## src/rtl/booth_pkg.sv

```systemverilog
// Shared definitions for the Booth multiplier family: digit and FSM
// encodings plus radix-4 recoding helpers. The parallel encoder uses the
// same package.
package booth_pkg;

    // Radix-4 Booth digit selected from one overlapping multiplier triplet
    typedef enum logic [2:0] {
        ZERO,
        POS1,
        POS2,
        NEG2,
        NEG1
    } booth_digit_t;

    // Sequencer states of the iterative multiplier
    typedef enum logic [1:0] {
        IDLE,
        RUN,
        DONE
    } mult_state_t;

    // Number of radix-4 digits needed to cover a signed operand of 'width' bits
    function automatic int num_groups(input int width);
        return (width + 1) / 2;
    endfunction

    // Recode one triplet {b[2i+2], b[2i+1], b[2i]} into its Booth digit
    function automatic booth_digit_t booth_decode(input logic [2:0] t);
        booth_digit_t d;
        case (t)
            3'b001, 3'b010: d = POS1;
            3'b011:         d = POS2;
            3'b100:         d = NEG2;
            3'b101, 3'b110: d = NEG1;
            default:        d = ZERO;
        endcase
        return d;
    endfunction

endpackage

```

## src/rtl/booth_mult_seq_if.sv

```systemverilog
// Operand/result bus of the iterative Booth multiplier.
//
// Handshake rules (both channels):
//   - A transfer happens on a rising clk edge where valid && ready are both 1.
//   - Once valid is raised it stays high, with its payload unchanged, until the
//     transfer edge. ready may be raised or lowered at any time and never
//     depends combinationally on valid.
//   - Input channel:  in_valid/in_ready carry multiplicand and multiplier.
//   - Output channel: out_valid/out_ready carry product.
// busy and state are status outputs; state exposes the sequencer encoding.
interface booth_mult_seq_if #(
    parameter int DATA_WIDTH = 32
);
    import booth_pkg::*;

    logic                      in_valid;
    logic                      in_ready;
    logic [DATA_WIDTH-1:0]     multiplicand;
    logic [DATA_WIDTH-1:0]     multiplier;
    logic                      out_valid;
    logic                      out_ready;
    logic [2*DATA_WIDTH-1:0]   product;
    logic                      busy;
    mult_state_t               state;

    // Multiplier side
    modport slave (
        input  in_valid,
        input  multiplicand,
        input  multiplier,
        input  out_ready,
        output in_ready,
        output out_valid,
        output product,
        output busy,
        output state
    );

    // Issuing stage / result consumer side
    modport master (
        output in_valid,
        output multiplicand,
        output multiplier,
        output out_ready,
        input  in_ready,
        input  out_valid,
        input  product,
        input  busy,
        input  state
    );

endinterface

```

## src/rtl/booth_digit_select.sv

```systemverilog
// Combinational Booth digit selection: maps one multiplier triplet to the
// signed multiple of A (0, +-A, +-2A), already at accumulator width.
module booth_digit_select #(
    parameter int DATA_WIDTH = 32
) (
    input  logic [2:0]              triplet,
    input  logic [2*DATA_WIDTH-1:0] a,
    output logic [2*DATA_WIDTH-1:0] term
);
    import booth_pkg::*;

    localparam int PW = 2 * DATA_WIDTH;

    logic [PW-1:0] a2;

    assign a2 = {a[PW-2:0], 1'b0};

    // Pick the multiple of A named by the recoded digit (two's complement negate)
    always_comb begin
        term = '0;
        case (booth_decode(triplet))
            POS1:    term = a;
            POS2:    term = a2;
            NEG2:    term = -a2;
            NEG1:    term = -a;
            default: term = '0;
        endcase
    end

endmodule

```

## src/rtl/booth_mult_seq.sv

```systemverilog
// Iterative signed radix-4 Booth multiplier. One Booth digit is retired per
// clock into a 2*DATA_WIDTH accumulator; latency is num_groups(DATA_WIDTH)
// cycles from operand acceptance to out_valid.
//
// Instead of shifting each term by 2*i, the latched multiplicand is shifted
// left by two and the extended multiplier right by two every RUN cycle, so the
// active triplet is always b_reg[2:0] and the selected term is already aligned.
// Truncation of the shifted multiplicand is harmless: the sum is taken
// modulo 2^(2*DATA_WIDTH) anyway.
//
// The interface instance must be parameterised with the same DATA_WIDTH.
module booth_mult_seq #(
    parameter int DATA_WIDTH = 32
) (
    input  logic            clk,
    input  logic            rst,
    booth_mult_seq_if.slave bus
);
    import booth_pkg::*;

    localparam int PW = 2 * DATA_WIDTH;
    localparam int NG = num_groups(DATA_WIDTH);
    // Extended multiplier: {sign pad if odd width, B, 1'b0}
    localparam int BW = 2 * NG + 1;
    localparam int CW = (NG > 1) ? $clog2(NG) : 1;
    localparam logic [CW-1:0] LAST_CNT = CW'(NG - 1);

    mult_state_t   state_q;
    mult_state_t   state_d;
    logic          load;
    logic          step;
    logic          last;

    logic [PW-1:0] a_ext;
    logic [BW-1:0] b_ext;
    logic [PW-1:0] a_reg;
    logic [BW-1:0] b_reg;
    logic [PW-1:0] acc;
    logic [PW-1:0] term;
    logic [CW-1:0] cnt;

    // Sign-extend both operands into their working formats for the load
    always_comb begin
        a_ext                   = {PW{bus.multiplicand[DATA_WIDTH-1]}};
        a_ext[DATA_WIDTH-1:0]   = bus.multiplicand;
        b_ext                   = {BW{bus.multiplier[DATA_WIDTH-1]}};
        b_ext[DATA_WIDTH:1]     = bus.multiplier;
        b_ext[0]                = 1'b0;
    end

    assign last = (cnt == LAST_CNT);

    // Sequencer state register
    always_ff @(posedge clk or posedge rst) begin
        if (rst) begin
            state_q <= IDLE;
        end else begin
            state_q <= state_d;
        end
    end

    // Sequencer next state and datapath strobes
    always_comb begin
        state_d = state_q;
        load    = 1'b0;
        step    = 1'b0;
        case (state_q)
            IDLE: begin
                if (bus.in_valid) begin
                    load    = 1'b1;
                    state_d = RUN;
                end
            end
            RUN: begin
                step = 1'b1;
                if (last) begin
                    state_d = DONE;
                end
            end
            DONE: begin
                if (bus.out_ready) begin
                    state_d = IDLE;
                end
            end
            default: state_d = IDLE;
        endcase
    end

    booth_digit_select #(
        .DATA_WIDTH(DATA_WIDTH)
    ) u_digit_select (
        .triplet(b_reg[2:0]),
        .a      (a_reg),
        .term   (term)
    );

    // Operand latch, per-digit shift and accumulate, digit counter
    always_ff @(posedge clk or posedge rst) begin
        if (rst) begin
            a_reg <= '0;
            b_reg <= '0;
            acc   <= '0;
            cnt   <= '0;
        end else if (load) begin
            a_reg <= a_ext;
            b_reg <= b_ext;
            acc   <= '0;
            cnt   <= '0;
        end else if (step) begin
            acc   <= acc + term;
            a_reg <= {a_reg[PW-3:0], 2'b00};
            b_reg <= {2'b00, b_reg[BW-1:2]};
            cnt   <= cnt + CW'(1);
        end
    end

    // All outputs decode registered state only
    assign bus.in_ready  = (state_q == IDLE);
    assign bus.out_valid = (state_q == DONE);
    assign bus.busy      = (state_q != IDLE);
    assign bus.product   = acc;
    assign bus.state     = state_q;

endmodule

```

## src/flat_wrapper.sv

```systemverilog
// flat-port wrapper written by rule: the top's interface ports become plain ports
module booth_mult_seq_flat import booth_pkg::*;
#(
    parameter int DATA_WIDTH = 32
)
  (clk, rst, bus_in_valid, bus_multiplicand, bus_multiplier, bus_out_ready, bus_in_ready, bus_out_valid, bus_product, bus_busy, bus_state);
  booth_mult_seq_if #(.DATA_WIDTH(DATA_WIDTH)) bus_i ();
  input  logic clk;
  input  logic rst;
  input wire logic [$bits(bus_i.in_valid)-1:0] bus_in_valid;
  input wire logic [$bits(bus_i.multiplicand)-1:0] bus_multiplicand;
  input wire logic [$bits(bus_i.multiplier)-1:0] bus_multiplier;
  input wire logic [$bits(bus_i.out_ready)-1:0] bus_out_ready;
  output wire logic [$bits(bus_i.in_ready)-1:0] bus_in_ready;
  output wire logic [$bits(bus_i.out_valid)-1:0] bus_out_valid;
  output wire logic [$bits(bus_i.product)-1:0] bus_product;
  output wire logic [$bits(bus_i.busy)-1:0] bus_busy;
  output wire logic [$bits(bus_i.state)-1:0] bus_state;
  assign bus_i.in_valid = bus_in_valid;
  assign bus_i.multiplicand = bus_multiplicand;
  assign bus_i.multiplier = bus_multiplier;
  assign bus_i.out_ready = bus_out_ready;
  assign bus_in_ready = bus_i.in_ready;
  assign bus_out_valid = bus_i.out_valid;
  assign bus_product = bus_i.product;
  assign bus_busy = bus_i.busy;
  assign bus_state = bus_i.state;
  booth_mult_seq #(.DATA_WIDTH(DATA_WIDTH)) u_core (.clk(clk), .rst(rst), .bus(bus_i));
endmodule
```

## config.mk

```make
export PLATFORM = sky130hd
export DESIGN_NAME = booth_mult_seq_flat
export DESIGN_NICKNAME = d
export VERILOG_FILES = /design/src/rtl/booth_pkg.sv /design/src/rtl/booth_mult_seq_if.sv /design/src/rtl/booth_digit_select.sv /design/src/rtl/booth_mult_seq.sv /design/src/flat_wrapper.sv
export SDC_FILE = /design/constraint.sdc
export NUM_CORES = 1
export LEC_CHECK = 0
export CAP_MARGIN = 20
export CORE_ASPECT_RATIO = 0.9
export CORE_UTILIZATION = 59
export CTS_CLUSTER_SIZE = 16
export DETAILED_ROUTE_END_ITERATION = 8
export PLACE_DENSITY = 0.85
export SYNTH_ARGS = -nofsm -noshare
export SYNTH_HDL_FRONTEND = slang
export SYNTH_SLANG_ARGS = --single-unit
export TNS_END_PERCENT = 50
```

## constraint.sdc

```tcl
create_clock -name clk -period 9.15 [get_ports clk]
set_clock_uncertainty 0.2 [all_clocks]
set_input_delay 1.83 -clock clk [delete_from_list [all_inputs] [get_ports clk]]
set_output_delay 1.83 -clock clk [all_outputs]
set_load 0.01 [all_outputs]
```

==> results of run 1 <==
==> cell families after synthesis <==
logic type	Yosys count	share of synthesized area [%]
simple gates	688	23.0
compound gates	576	26.7
buf+inv	181	5.17
flops	167	31.0
xor+xnor	118	7.67
fa+ha+maj	66	6.18
mux	4	0.297
==> layer usage <==
layer	up-vias	global-route usage [%]	part of all wire [%]
met1	6624	51.3	42
li1	6486	-	-
met2	813	53.0	45
met5	-	0	0
met3	120	6.61	9.7
met4	0	13.0	3.1
==> through the flow <==
stage	utilization (%)	worst slack, ns
finish	68.8	1.82
global route	68.8	1.50
CTS	68.8	1.98
detailed placement	66.0	2.04
global placement	66.0	2.26
floorplan	-	2.60
==> Yosys cell counts (all sizes together) (8+ instances only) <==
cell	instances	area, µm²
clkbuf	123	462
nand3	45	225
o21ai	195	976
a22oi	102	766
nor2b	13	81.3
o221ai	12	105
and2	9	56.3
a21oi	103	515
buf	25	111
dfrtp	167	4180
a21o	29	218
nor2	112	420
nand4	17	106
a31oi	47	294
nor4	11	90.1
xor2	67	587
o21bai	11	82.6
a221oi	8	82.6
ha	65	813
or4	14	120
nor3	29	145
o211ai	13	97.6
inv	33	124
o31ai	8	60.1
xnor2	51	447
or3	37	231
nand2b	15	93.8
nand2	363	1370
or2	8	50.1
==> cells in the final DEF, fill, tap and decap left out, drive strengths merged, types with 4 or more instances in the layout <==
| cell | n |
|---|---|
| mux2i | 4 |
| o22ai | 7 |
| ha | 65 |
| o211ai | 13 |
| a21boi | 4 |
| xor2 | 67 |
| a221oi | 8 |
| o221ai | 12 |
| a221o | 5 |
| clkdlybuf4s50 | 136 |
| or3 | 37 |
| a31oi | 47 |
| o31ai | 8 |
| inv | 39 |
| clkinv | 9 |
| clkbuf | 17 |
| nor2b | 13 |
| a22oi | 102 |
| a21o | 29 |
| nor4 | 11 |
| xnor2 | 51 |
| o21a | 7 |
| and3 | 7 |
| nand2b | 15 |
| a21oi | 103 |
| and2 | 9 |
| or2 | 8 |
| nor3 | 29 |
| buf | 17 |
| dfrtp | 167 |
| o21ai | 195 |
| o21bai | 11 |
| nand3 | 45 |
| nand4 | 17 |
| or4 | 14 |
| nand2 | 363 |
| nor2 | 112 |
==> area by class of cell <==
class	instances	share of cell area, %
Sequential cell	167	27.1
Clock inverter	15	1.40
Multi-Input combinational cell	1452	55.9
Tap cell	297	2.41
Timing Repair Buffer	153	9.64
Inverter	33	0.834
Clock buffer	17	2.75
==> critical path, delay by kind of cell (launching register included) <==
family	cells	cell delay, ns
fa+ha+maj	2	0.64
compound gates	8	2.18
flops	1	0.41
xor+xnor	2	0.26
simple gates	9	3.37
buf+inv	1	0.12
==> final timing paths <==
kind	from	endpoint	slack, ns	depth (start not counted)
min in group asynchronous	rst	u_core.a_reg[16]	1.72	2
setup reg to reg	u_core.a_reg[0]	u_core.bus.product[60]	1.82	22
hold / removal	u_core.b_reg[19]	u_core.b_reg[19]	0.29	2
setup / recovery	u_core.a_reg[0]	u_core.bus.product[60]	1.82	22
hold reg to reg	u_core.b_reg[19]	u_core.b_reg[19]	0.29	2
max in group asynchronous	rst	u_core.a_reg[38]	5.59	3
==> results.md, run 1 <==
- Buffers on Ports: 136
- Max transition margin: between 20 and 30%
- Die ar.: 0.0235 mm²
- Area of the multi-input gates: 0.00864 mm²
- Post-placement cell count: between 2000 and 2500
- Setup crit end kind: register
- Largest net degree at the start of global routing: slightly below 100
- Status: finished clean
- Filler cells: 1874
- Number of global-route vias before repair: roughly 13000
- Dpl cell area: between 0.01 and 0.015 mm²
- Routed WL: just over 40 mm
- Rows: 52
- CTS H-tree depth: 4
- Nets: roughly 2000
- First DRT Iteration DRCs: 1865
- Fin Hold WS: around 0.29 ns
- Post-detail-place hpwl: about 28 mm
- Synth-to-Final Area Change: 14.6%
- First-pass GRT wire length: 67.6 mm
- Ant. Diodes: 0
- Async SR Flop Fraction: 100%
- Final Hold Fails: 0
- Most used cell, CP: or3_1
- Clk_lat worst skew: between 0.4 and 0.5 ns
- CP Max Fanout: 7
- CP max stage delay: ~0.56 ns
- Post-Layout Cell Count: about 2100
- Residual DRC count: 0
- Hold_buf cts: 0
- Final setup viols: 0
- Tightest Pin Transition: about 1.0 ns
- Synth Instances: 1800
- Global-route usage over all layers: 35.5%
- Max stage delay cell, worst path: or4_1
- CTS tree: yes
- Die Wd: ~160 µm
- Worst Setup Path Type: reg -> reg
- Fin crit period: approximately 7.3 ns
- Post-CTS Setup Bufs: 0
- Predominant post-synthesis flop cell: dfrtp_1
- IO Pins: 137
- Synth Register Bits: roughly 170
- Core region area: roughly 0.022 mm²
- RSZ-0062 raised after global routing: false
- First-pass detailed-route iteration total: 8
- Max Cap Violations: 0
- Clock root buffer: clkbuf_16
- Tcrit/Tclk final: 80.1%
- Syn avg cell area: 7.49 µm²
- Layout cell share with drive strength beyond 1: 4.25%
- Synth cell types: 64
- Reg area: between 0.004 and 0.005 mm²
- Post-CTS resize count: 0
- Initial antenna violation count: 0
- CTS Buffer Depth: 2
- CP Data Arrival Time: between 7 and 8 ns
- Vias per inst: 6.58
- Fmax: roughly 0.14 GHz
- Setup_tns: 0 ns
- Total number of vias: around 14000
- Synth Cell Area: around 0.013 mm²
- EDFF count, synth: 0
- Crit path required time: slightly above 9 ns
- Initial Util: 60.0%
- Ys Warns: 0
- Gr ovfl total: 0
- Clock slew seen by the registers of the worst setup and hold paths: 0.09 ns
- Slew Viols, Final: 0
- Drt wl/cell: roughly 20 µm
- Post-route ant nets: 0
- # clock sinks: around 170
- Syn_nets: a little under 2000
- Cell Chain, Critical Path: inv_1 > ha_1 > or3b_1 > or3_1 > or3_1 > or3_1 > or3_1 > or3_1 > and2_1 > xnor2_1 > o21ai_0 > ha_1 > nand4_1 > or4_1 > a21o_1 > a21oi_1 > o2111ai_1 > a211oi_1 > o21ai_0 > o21ai_0 > xnor2_1 > o21ai_0
- Hold Path Class: reg -> reg
- Critical path launch point type: register
- Num CTS Buffers: 17
- Post-route cell area: 0.0154 mm²
- RePlAce Congestion: between 0.9 and 1
- Die Y-Extent: 145 µm
- Sequential share of the synthesized area: ~31%
Power of run 1 is left out: the tool's default activity adds up to more than one toggle a clock period on the data nets, which glitch-free logic cannot reach.
==> run 2: changes to the inputs <==
==> constraint.sdc (replaced) <==
create_clock -name clk -period 7.4 [get_ports clk]
set_clock_uncertainty 0.2 [all_clocks]
set_input_delay 1.48 -clock clk [delete_from_list [all_inputs] [get_ports clk]]
set_output_delay 1.48 -clock clk [all_outputs]
set_load 0.01 [all_outputs]
==> run 2 against run 1 <==
  * Die area stayed put
  * Clock-buffer cell count unchanged
  * Sequential cell count unchanged
  * Design area rose by 0.36%
  * Register-to-register slack got worse by 1.5 ns
  * Wire length rose by 1.5%
  * Global-route usage increased by 0.29 points
  * Non-clock buffer count up 8
  * Worst hold slack barely moved
  * Largest cell class unchanged
==> results.md, run 2 (synthesized netlist as in run 1, its figures left out) <==
- Clock root buffer: clkbuf_16
- Buffers on Ports: around 140
- R2R depth: 22
- First-pass detailed-route iteration total: 6
- Largest net degree at the start of global routing: just over 80
- CP top delay family: simple AND/OR/NAND/NOR gates
- Levels on crit path: 22
- Drt wl/cell: 19.7 µm
- Num CTS Buffers: 17
- Core region area: between 0.02 and 0.025 mm²
- Fin crit period: approximately 7 ns
- CTS Buffer Depth: 2
- Worst r2r src: u_core.a_reg[0]
- Die Wd: 161 µm
- Die Y-Extent: approximately 150 µm
- Vias per inst: between 6 and 7
- Fmax: 0.141 GHz
- Most used cell, CP: or3_1
- Most frequent cells in the layout: nand2_1, o21ai_0, dfrtp_1
- Reg area: roughly 0.0042 mm²
- Setup slack at placement: 0.251 ns
- Status: finished clean
- Residual DRC count: 0
- Hold_buf cts: 0
- Setup_tns: 0 ns
- RR Endpoint: u_core.bus.product[60]
- CP Max Fanout: 7
- RSZ-0062 raised after global routing: false
- Crit path buffers/inverters: 1
- Tcrit/Tclk final: between 90% and 100%
- Nets: 1966
- RePlAce Congestion: 0.981
- GRT busiest layer: met2
- # clock sinks: 167
- Slew Viols, Final: 0
- Gr ovfl total: 0
- Tightest Pin Transition: 0.976 ns
- Max stage delay cell, worst path: or4_1
- Rows: between 50 and 60
- Routed WL: about 42 mm
- IO Pins: about 140
- Global-route usage over all layers: a little over a third
- Hold Path Class: reg -> reg
- Total number of vias: approximately 14000
- CP max stage delay: 0.58 ns
- Area of the multi-input gates: slightly below 0.009 mm²
- CP Data Arrival Time: between 7 and 8 ns
- First DRT Iteration DRCs: between 1500 and 2000
- Reg-to-reg slack, setup: about 0.33 ns
- Clock slew seen by the registers of the worst setup and hold paths: roughly 0.090 ns
- Crit path required time: approximately 7.5 ns
- Post-detail-place hpwl: roughly 29 mm
- Max transition margin: roughly a third
- Max Cap Violations: 0
- GRT met2 Usage: 54.7%
- Clk_lat worst skew: between 0.4 and 0.5 ns
- Filler cells: roughly 1900
- Synth-to-Final Area Change: 15.0%
- Final setup viols: 0
- Ant. Diodes: 0
- WHS Endpoint: u_core.b_reg[23]
- Met1 Usage GRT: around half
- Final Hold Fails: 0
- Commonest non-fill, non-tap cell in the layout: nand2_1
- Number of global-route vias before repair: around 13000
- Layout cell share with drive strength beyond 1: between 4 and 5%
- Post-route ant nets: 0
- CTS tree: yes
- Fin util: between 60% and 70%
- First-pass GRT wire length: around 68 mm
- Min-Delay Startpoint: u_core.b_reg[23]
- Initial antenna violation count: 0
- Worst Hold Depth: 2
- Critical path launch point type: register
- Fin worst setup slack: roughly 0.33 ns
- Worst Setup Path Type: reg -> reg
- Die ar.: between 0.02 and 0.025 mm²
- CTS H-tree depth: 4
- Initial Util: 60.0%
- Setup crit end kind: register
- Cell Chain, Critical Path: inv_1 > ha_1 > or3b_1 > or3_1 > or3_1 > or3_1 > or3_1 > or3_1 > and2_1 > xnor2_1 > o21ai_0 > ha_1 > nand4_1 > or4_1 > a21o_1 > a21oi_2 > o2111ai_1 > a211oi_2 > o21ai_0 > o21ai_0 > xnor2_1 > o21ai_0
- Grt met3 use: approximately 6.1%
-- run 2: final cells by class --
type | instances | share of cell area (%)
clock inverters | 15 | 1.15
repair buffers | 161 | 10.1
multi-input cells | 1452 | 55.8
clock buffers | 17 | 2.74
well taps | 297 | 2.40
flip-flops and latches | 167 | 27.0
inverters | 33 | 0.831
-- run 2: how the worst max path moves through the flow --
stage                                from                      to  slack [ns]
after floorplan           u_core.a_reg[0]  u_core.bus.product[58]        1.09
after CTS                 u_core.a_reg[0]  u_core.bus.product[58]        0.19
final                     u_core.a_reg[0]  u_core.bus.product[60]        0.33
after detailed placement  u_core.a_reg[0]  u_core.bus.product[60]        0.25
after global placement    u_core.a_reg[0]  u_core.bus.product[58]        0.47
after global routing      u_core.a_reg[0]  u_core.bus.product[60]        0.03
-- run 2: what timing repair did --
action                     in CTS  in global routing
gates resized for setup         0                  4
buffers inserted                0                  0
setup endpoints to repair       0                 12
-- run 2: metrics by stage --
| step | instances | area (µm²) | hold WS (ns) |
|---|---|---|---|
| 2_1_floorplan | 1800 | 13500 | 0.246 |
| 3_3_place_gp | 2109 | 14900 | 0.258 |
| 3_5_place_dp | 2109 | 14900 | 0.264 |
| 4_1_cts | 2141 | 15500 | 0.287 |
| 5_1_grt | 2142 | 15500 | 0.312 |
| 6_report | 2142 | 15500 | 0.285 |
-- run 2: routing by layer --
layer,routed length [µm],vias to the layer above
met4,1600,0
met5,0,-
li1,-,6489
met1,17600,6621
met2,19000,800
met3,3950,128
-- run 2: tightest hold or removal path: stages (launching register included) --
cell and delay, ns:
dfrtp_1 0.35, nand2_1 0.05, nand2_1 0.05
Power of run 2 is left out for the same reason.
